## src/rtl/viterbi_link_ctrl.sv

```systemverilog
// Frame sequencer for the encoder / channel / Viterbi link: PRBS7 payload, zero flush
// tail, periodic channel error-injection schedule and decoded-bit error counting.
module viterbi_link_ctrl #(
    parameter int unsigned FRAME_LEN = 256,
    parameter int unsigned TAIL_LEN  = 2,
    parameter int unsigned DEC_LAT   = 16,
    parameter int unsigned INJ_DLY   = 1,
    parameter logic [6:0]  LFSR_SEED = 7'h7F,
    parameter int unsigned CW        = 16
) (
    input  logic          clk,
    input  logic          rst,
    input  logic          start_i,
    input  logic          abort_i,
    input  logic          cfg_err_en_i,
    input  logic [7:0]    cfg_err_period_i,
    input  logic [7:0]    cfg_err_offset_i,
    input  logic [7:0]    cfg_err_burst_i,
    input  logic          dec_bit_i,
    output logic          enc_en_o,
    output logic          enc_bit_o,
    output logic [1:0]    err_inj_o,
    output logic          busy_o,
    output logic          done_o,
    output logic [CW-1:0] bit_err_ct_o,
    output logic [CW-1:0] inj_ct_o
);

    localparam int unsigned NW = $clog2(FRAME_LEN + TAIL_LEN + 1) + 1;
    localparam logic [DEC_LAT-1:0] TOP_MASK = DEC_LAT'(1) << (DEC_LAT - 1);

    typedef enum logic [2:0] {
        S_IDLE,
        S_PAYLOAD,
        S_TAIL,
        S_DRAIN,
        S_DONE
    } state_t;

    state_t           state;
    logic [6:0]       lfsr;
    logic [NW-1:0]    cnt;
    logic [7:0]       pos;
    logic             cfg_en;
    logic [7:0]       cfg_period;
    logic [7:0]       cfg_offset;
    logic [7:0]       cfg_burst;
    logic [DEC_LAT-1:0] dl_bit;
    logic [DEC_LAT-1:0] dl_vld;
    logic [INJ_DLY:0] inj_ln;

    logic             issue_c;
    logic             act_c;
    logic             en_c;
    logic [7:0]       per_c;
    logic [7:0]       off_c;
    logic [7:0]       bur_c;
    logic [7:0]       pos_c;
    logic [7:0]       pos_nxt_c;
    logic [DEC_LAT-1:0] rest_c;

    function automatic logic [6:0] prbs_step(input logic [6:0] s);
        return {s[5:0], s[6] ^ s[5]};
    endfunction

    // Config/position seen by the bit issued at the coming edge (live inputs on start)
    always_comb begin
        en_c  = cfg_en;
        per_c = cfg_period;
        off_c = cfg_offset;
        bur_c = cfg_burst;
        pos_c = pos;
        if (state == S_IDLE) begin
            en_c  = cfg_err_en_i;
            per_c = cfg_err_period_i;
            off_c = cfg_err_offset_i;
            bur_c = cfg_err_burst_i;
            pos_c = 8'd0;
        end
    end

    assign act_c = en_c && (per_c != 8'd0) && (pos_c >= off_c) && (pos_c < per_c)
                   && (9'(pos_c) < 9'(off_c) + 9'(bur_c));
    assign pos_nxt_c = (9'(pos_c) + 9'd1 == 9'(per_c)) ? 8'd0 : pos_c + 8'd1;

    // High when the coming edge launches an encoder bit (payload or tail)
    always_comb begin
        issue_c = 1'b0;
        case (state)
            S_IDLE:    issue_c = start_i;
            S_PAYLOAD: issue_c = !abort_i && ((cnt != NW'(FRAME_LEN)) || (TAIL_LEN != 0));
            S_TAIL:    issue_c = !abort_i && (cnt != NW'(TAIL_LEN));
            default:   issue_c = 1'b0;
        endcase
    end

    // Payload bits still in flight once the current compare retires
    assign rest_c    = dl_vld & ~TOP_MASK;
    assign err_inj_o = {inj_ln[INJ_DLY], 1'b0};

    always_ff @(posedge clk or negedge rst) begin
        if (!rst) begin
            state        <= S_IDLE;
            lfsr         <= LFSR_SEED;
            cnt          <= '0;
            pos          <= '0;
            cfg_en       <= 1'b0;
            cfg_period   <= '0;
            cfg_offset   <= '0;
            cfg_burst    <= '0;
            dl_bit       <= '0;
            dl_vld       <= '0;
            inj_ln       <= '0;
            enc_en_o     <= 1'b0;
            enc_bit_o    <= 1'b0;
            busy_o       <= 1'b0;
            done_o       <= 1'b0;
            bit_err_ct_o <= '0;
            inj_ct_o     <= '0;
        end else begin
            done_o <= 1'b0;
            dl_bit <= DEC_LAT'({dl_bit, enc_bit_o});
            dl_vld <= DEC_LAT'({dl_vld, state == S_PAYLOAD});
            inj_ln <= (INJ_DLY + 1)'({inj_ln, issue_c && act_c});

            if (dl_vld[DEC_LAT-1] && (dec_bit_i != dl_bit[DEC_LAT-1]) && (bit_err_ct_o != '1))
                bit_err_ct_o <= bit_err_ct_o + CW'(1);

            if (issue_c) begin
                pos <= pos_nxt_c;
                if (act_c && (inj_ct_o != '1))
                    inj_ct_o <= inj_ct_o + CW'(1);
            end

            if ((state != S_IDLE) && abort_i) begin
                state     <= S_IDLE;
                enc_en_o  <= 1'b0;
                enc_bit_o <= 1'b0;
                busy_o    <= 1'b0;
                dl_vld    <= '0;
                inj_ln    <= '0;
            end else begin
                case (state)
                    S_IDLE: begin
                        if (start_i) begin
                            state        <= S_PAYLOAD;
                            lfsr         <= prbs_step(LFSR_SEED);
                            enc_en_o     <= 1'b1;
                            enc_bit_o    <= LFSR_SEED[6];
                            cnt          <= NW'(1);
                            busy_o       <= 1'b1;
                            bit_err_ct_o <= '0;
                            inj_ct_o     <= CW'(act_c);
                            cfg_en       <= cfg_err_en_i;
                            cfg_period   <= cfg_err_period_i;
                            cfg_offset   <= cfg_err_offset_i;
                            cfg_burst    <= cfg_err_burst_i;
                        end
                    end
                    S_PAYLOAD: begin
                        if (cnt == NW'(FRAME_LEN)) begin
                            cnt       <= NW'(1);
                            enc_bit_o <= 1'b0;
                            if (TAIL_LEN != 0) begin
                                state <= S_TAIL;
                            end else begin
                                state    <= S_DRAIN;
                                enc_en_o <= 1'b0;
                            end
                        end else begin
                            enc_bit_o <= lfsr[6];
                            lfsr      <= prbs_step(lfsr);
                            cnt       <= cnt + NW'(1);
                        end
                    end
                    S_TAIL: begin
                        if (cnt == NW'(TAIL_LEN)) begin
                            state    <= S_DRAIN;
                            enc_en_o <= 1'b0;
                        end else begin
                            cnt <= cnt + NW'(1);
                        end
                    end
                    S_DRAIN: begin
                        if (rest_c == '0) begin
                            state  <= S_DONE;
                            done_o <= 1'b1;
                        end
                    end
                    S_DONE: begin
                        state  <= S_IDLE;
                        busy_o <= 1'b0;
                    end
                    default: state <= S_IDLE;
                endcase
            end
        end
    end

endmodule

```

## config.mk

```make
export PLATFORM = sky130hd
export DESIGN_NAME = viterbi_link_ctrl
export DESIGN_NICKNAME = d
export VERILOG_FILES = /design/src/rtl/viterbi_link_ctrl.sv
export SDC_FILE = /design/constraint.sdc
export NUM_CORES = 1
export LEC_CHECK = 0
export CAP_MARGIN = 30
export CELL_PAD_IN_SITES_DETAIL_PLACEMENT = 0
export CELL_PAD_IN_SITES_GLOBAL_PLACEMENT = 1
export CORE_ASPECT_RATIO = 1.5
export CORE_MARGIN = 1.5
export CORE_UTILIZATION = 35
export DETAILED_ROUTE_END_ITERATION = 12
export PLACE_DENSITY_LB_ADDON = 0.1
export SYNTH_ARGS = -nofsm -noshare
export SYNTH_HDL_FRONTEND = slang
export SYNTH_SLANG_ARGS = --single-unit
```

## constraint.sdc

```tcl
create_clock -name clk -period 10.1 [get_ports clk]
set_clock_uncertainty 0.1 [all_clocks]
set_input_delay 2.02 -clock clk [delete_from_list [all_inputs] [get_ports clk]]
set_output_delay 2.02 -clock clk [all_outputs]
set_load 0.02 [all_outputs]
```

==> metrics.log <==
[metrics] Detailed Route WL: 17.1 mm
[metrics] vias per cell: 5.17
[metrics] synthesized area per cell: 9.17 µm²
[metrics] Core Area: 19200 µm²
[metrics] detailed router's first-iteration violation count: 262
[metrics] cell depth of the worst min-delay path: 0
[metrics] Cells after Synth: 744
[metrics] number of pins exceeding their max-slew limit in the final report: 0
[metrics] cell with the most instances on the worst path: sky130_fd_sc_hd__a21oi_1
[metrics] top-level port count: 68
[metrics] RSZ-0062 raised after global routing: false
[metrics] fraction of final layout cells with drive strength greater than 1: 0.0727
[metrics] wire length of the first global-routing pass: 28.2 mm
[metrics] Worst Path Required: 10330 ps
[metrics] Remaining DRCs: 0
[metrics] path depth of the worst reg2reg path: 19
[metrics] Clk pin slew, worst setup/hold paths: 60 ps
[metrics] peak supply drop: 0.000136 V
[metrics] initial core utilization: 0.356
[metrics] ranking of synthesized cells by area: sky130_fd_sc_hd__dfrtp_1 (43%), sky130_fd_sc_hd__nand2_1 (8.1%), sky130_fd_sc_hd__ha_1 (6.2%), sky130_fd_sc_hd__a21oi_1 (3.0%), sky130_fd_sc_hd__xnor2_1 (3.0%)
[metrics] largest driver fanout on the critical path: 11
[metrics] kind of end point of the critical path: flop
[metrics] vias in the first global route: 5573
[metrics] number of library cell types mapped by synthesis: 66
[metrics] library cell contributing the largest single delay on the critical path: sky130_fd_sc_hd__clkdlybuf4s50_1
[metrics] Vias: 5516
[metrics] fraction of synthesis flops using an asynchronous set or reset pin: 1.00
[metrics] PortBufs: 66
[metrics] pin count of the biggest net entering global routing: 69
[metrics] critical path class: input pin to flop
[metrics] worst-margin pin slew: 1030 ps
[metrics] result of the run: finished, final reports clean
[metrics] Hold WS: 245 ps
[metrics] # diodes: 0
[metrics] number of nets produced by synthesis: 809
[metrics] synth warn: 0
[metrics] sequential fraction of the synthesis area: 0.453
[metrics] reg2reg setup slack: 5030 ps
[metrics] placement-stage cell area: 7670 µm²
[metrics] Root Driver: sky130_fd_sc_hd__clkbuf_16
[metrics] critical path arrival: 6070 ps
[metrics] number of flops mapped to enable cells by yosys: 0
[metrics] setup slack of the critical path after layout: 4260 ps
[metrics] final hold violation count: 0
[metrics] highest-count cells in the layout ignoring fill and taps: sky130_fd_sc_hd__nand2_1 (147), sky130_fd_sc_hd__dfrtp_1 (116), sky130_fd_sc_hd__clkdlybuf4s50_1 (65)
[metrics] setup TNS: 0 ps
[metrics] Detail Placement HPWL: 12.1 mm
[metrics] Util after Layout: 0.434
[metrics] number of maximum-capacitance constraint violations: 0
[metrics] worst hold path startpoint: dl_bit[10]
[metrics] longest individual stage delay on the worst path: 490 ps
[metrics] post-CTS setup buffer count: 0
[metrics] max-slew headroom at the worst pin: 0.309
[metrics] deepest clock path buffer count: 2
[metrics] clock network latency to the later pin of the worst-skew pair: 420 ps
[metrics] Post-DRT Antenna Nets: 0
[metrics] Net count, final: 863
[metrics] minimum clock period after layout: 5840 ps
[metrics] Die Wd: 117 µm
[metrics] Resize count post-CTS: 0
[metrics] leakage power total: 3.74 nW
[metrics] Critical Path, Cell by Cell: clkdlybuf4s50_1 > nand2_1 > nand2_1 > ha_1 > a21oi_1 > a41oi_1 > a21oi_1 > o21ai_0 > a21o_1 > a21oi_1 > xor2_1 > ha_1 > a2111oi_0 > o21ai_0 > o211ai_1 > a211o_2 > o2111ai_2 > or3_1 > a21oi_1
[metrics] ratio of total power to cell area: 283 nW/µm²
[metrics] count of endpoints failing setup in the final report: 0
[metrics] top-area cell type share of the netlist area: 0.426
[metrics] post-synthesis to final-layout area growth: 21.9%
[metrics] router iterations before antenna repair: 4
[metrics] Congestion Overflow GR: 0
[metrics] final critical-path share of the clock period: 0.578
[metrics] critical register-to-register path endpoint: inj_ct_o[12]
[metrics] area of the die: 20400 µm²
[metrics] maximum clock frequency: 0.171 GHz
[metrics] post-synthesis cell type with the largest combined area: sky130_fd_sc_hd__dfrtp_1
[metrics] weighted congestion at the end of routability-driven global placement: 0.845
[metrics] most frequent standard cell in the layout excluding fill and tap cells: sky130_fd_sc_hd__nand2_1
[metrics] min-delay worst type: flop to flop
[metrics] std cell rows: 62
[metrics] wire length per cell: 16.0 µm
[metrics] flip-flop and latch count after synthesis: 123
[metrics] clock buffer count from CTS: 17
[metrics] GRT Util Overall: 0.179
[metrics] worst flop-to-flop path startpoint: state[1]
[metrics] area of the mapped netlist: 6820 µm²
[metrics] hold buffers post-CTS: 0
[metrics] Setup WS pre-CTS: 3790 ps
[metrics] number of antenna violations at the first check in global routing: 0
[metrics] clock tree from TritonCTS: done
[metrics] post-route design area: 8310 µm²
[metrics] primary flip-flop cell chosen by synthesis mapping: sky130_fd_sc_hd__dfrtp_1
[metrics] Critical Path Source Type: input pin
[metrics] worst hold endpoint: dl_bit[11]
[metrics] sink count of the clock tree: 123
[metrics] Vert. Die Dim: 174 µm
[metrics] number of H-tree levels: 4
[per-stage QoR]
step	instances	power, W
after floorplan	744	0.00142
after global placement	1035	0.00168
after detailed placement	1035	0.00170
after CTS	1067	0.00238
after global routing	1067	0.00254
final	1067	0.00235
[layout make-up]
class                      count  area, µm²
sequential                   123       3090
clock buffer                  18        429
multi-input combinational    562       3480
clock inverter                14        209
timing repair buffer          72        703
inverter                      22       82.6
tap                          256        320
fill                        1918      10800
[per-layer routing]
metal	routed length, µm	global-route usage	vias to the layer above
li1	-	-	2713
met1	7170	0.217	2667
met2	8890	0.307	101
met3	467	0.0262	35
met4	578	0.0884	0
met5	0	0	-
[cells in the mapped netlist, drive strengths merged, types with 12 or more instances]
master  number
o21ai       30
nand4       13
nand3       23
or4         12
nand2      147
nor2        51
xor2        21
ha          34
nor3        14
and2        28
clkbuf      26
dfrtp      116
xnor2       23
inv         22
a21oi       42
[report_power, final]
group          switching (W)  total [W]  internal (W)  leakage (nW)
Sequential         0.0000983   0.000715      0.000616          1.60
Clock               0.000243   0.000662      0.000419         0.308
Combinational       0.000596   0.000974      0.000378          1.83
[cell families after synthesis]
group,synth area share
simple gates,0.241
compound gates,0.133
flops,0.453
buf+inv,0.0372
xor+xnor,0.0565
fa+ha+maj,0.0668
mux,0.0132
other cells,0.000550
[registers in the layout, indices dropped and copies added, names as in the netlist, 7 cells and up]
| name | count |
|---|---|
| cnt | 10 |
| pos | 8 |
| dl_bit | 16 |
| dl_vld | 16 |
| bit_err_ct_o | 16 |
| cfg_burst | 8 |
| inj_ct_o | 16 |
| cfg_offset | 8 |
| lfsr | 7 |
| cfg_period | 8 |
[how the worst max path moves through the flow]
stage | start | to | slack [ps]
finish | cfg_err_offset_i[1] | inj_ct_o[12] | 4260
global route | cfg_err_offset_i[1] | inj_ct_o[12] | 3960
CTS | cfg_err_offset_i[1] | inj_ct_o[12] | 4230
detailed placement | cfg_err_offset_i[0] | inj_ct_o[12] | 3790
global placement | cfg_err_offset_i[0] | inj_ct_o[14] | 3920
floorplan | cfg_err_offset_i[0] | inj_ct_o[14] | 4800
[critical path: cells and delay by family]
family / cells / cell delay (ps)
AND/OR/NAND/NOR: 3 / 630
adder cells (fa/ha/maj): 2 / 440
buffers and inverters: 1 / 490
XOR/XNOR: 1 / 90
AO/OA/AOI/OAI: 12 / 2410
Power figures use the tool's default switching activity.
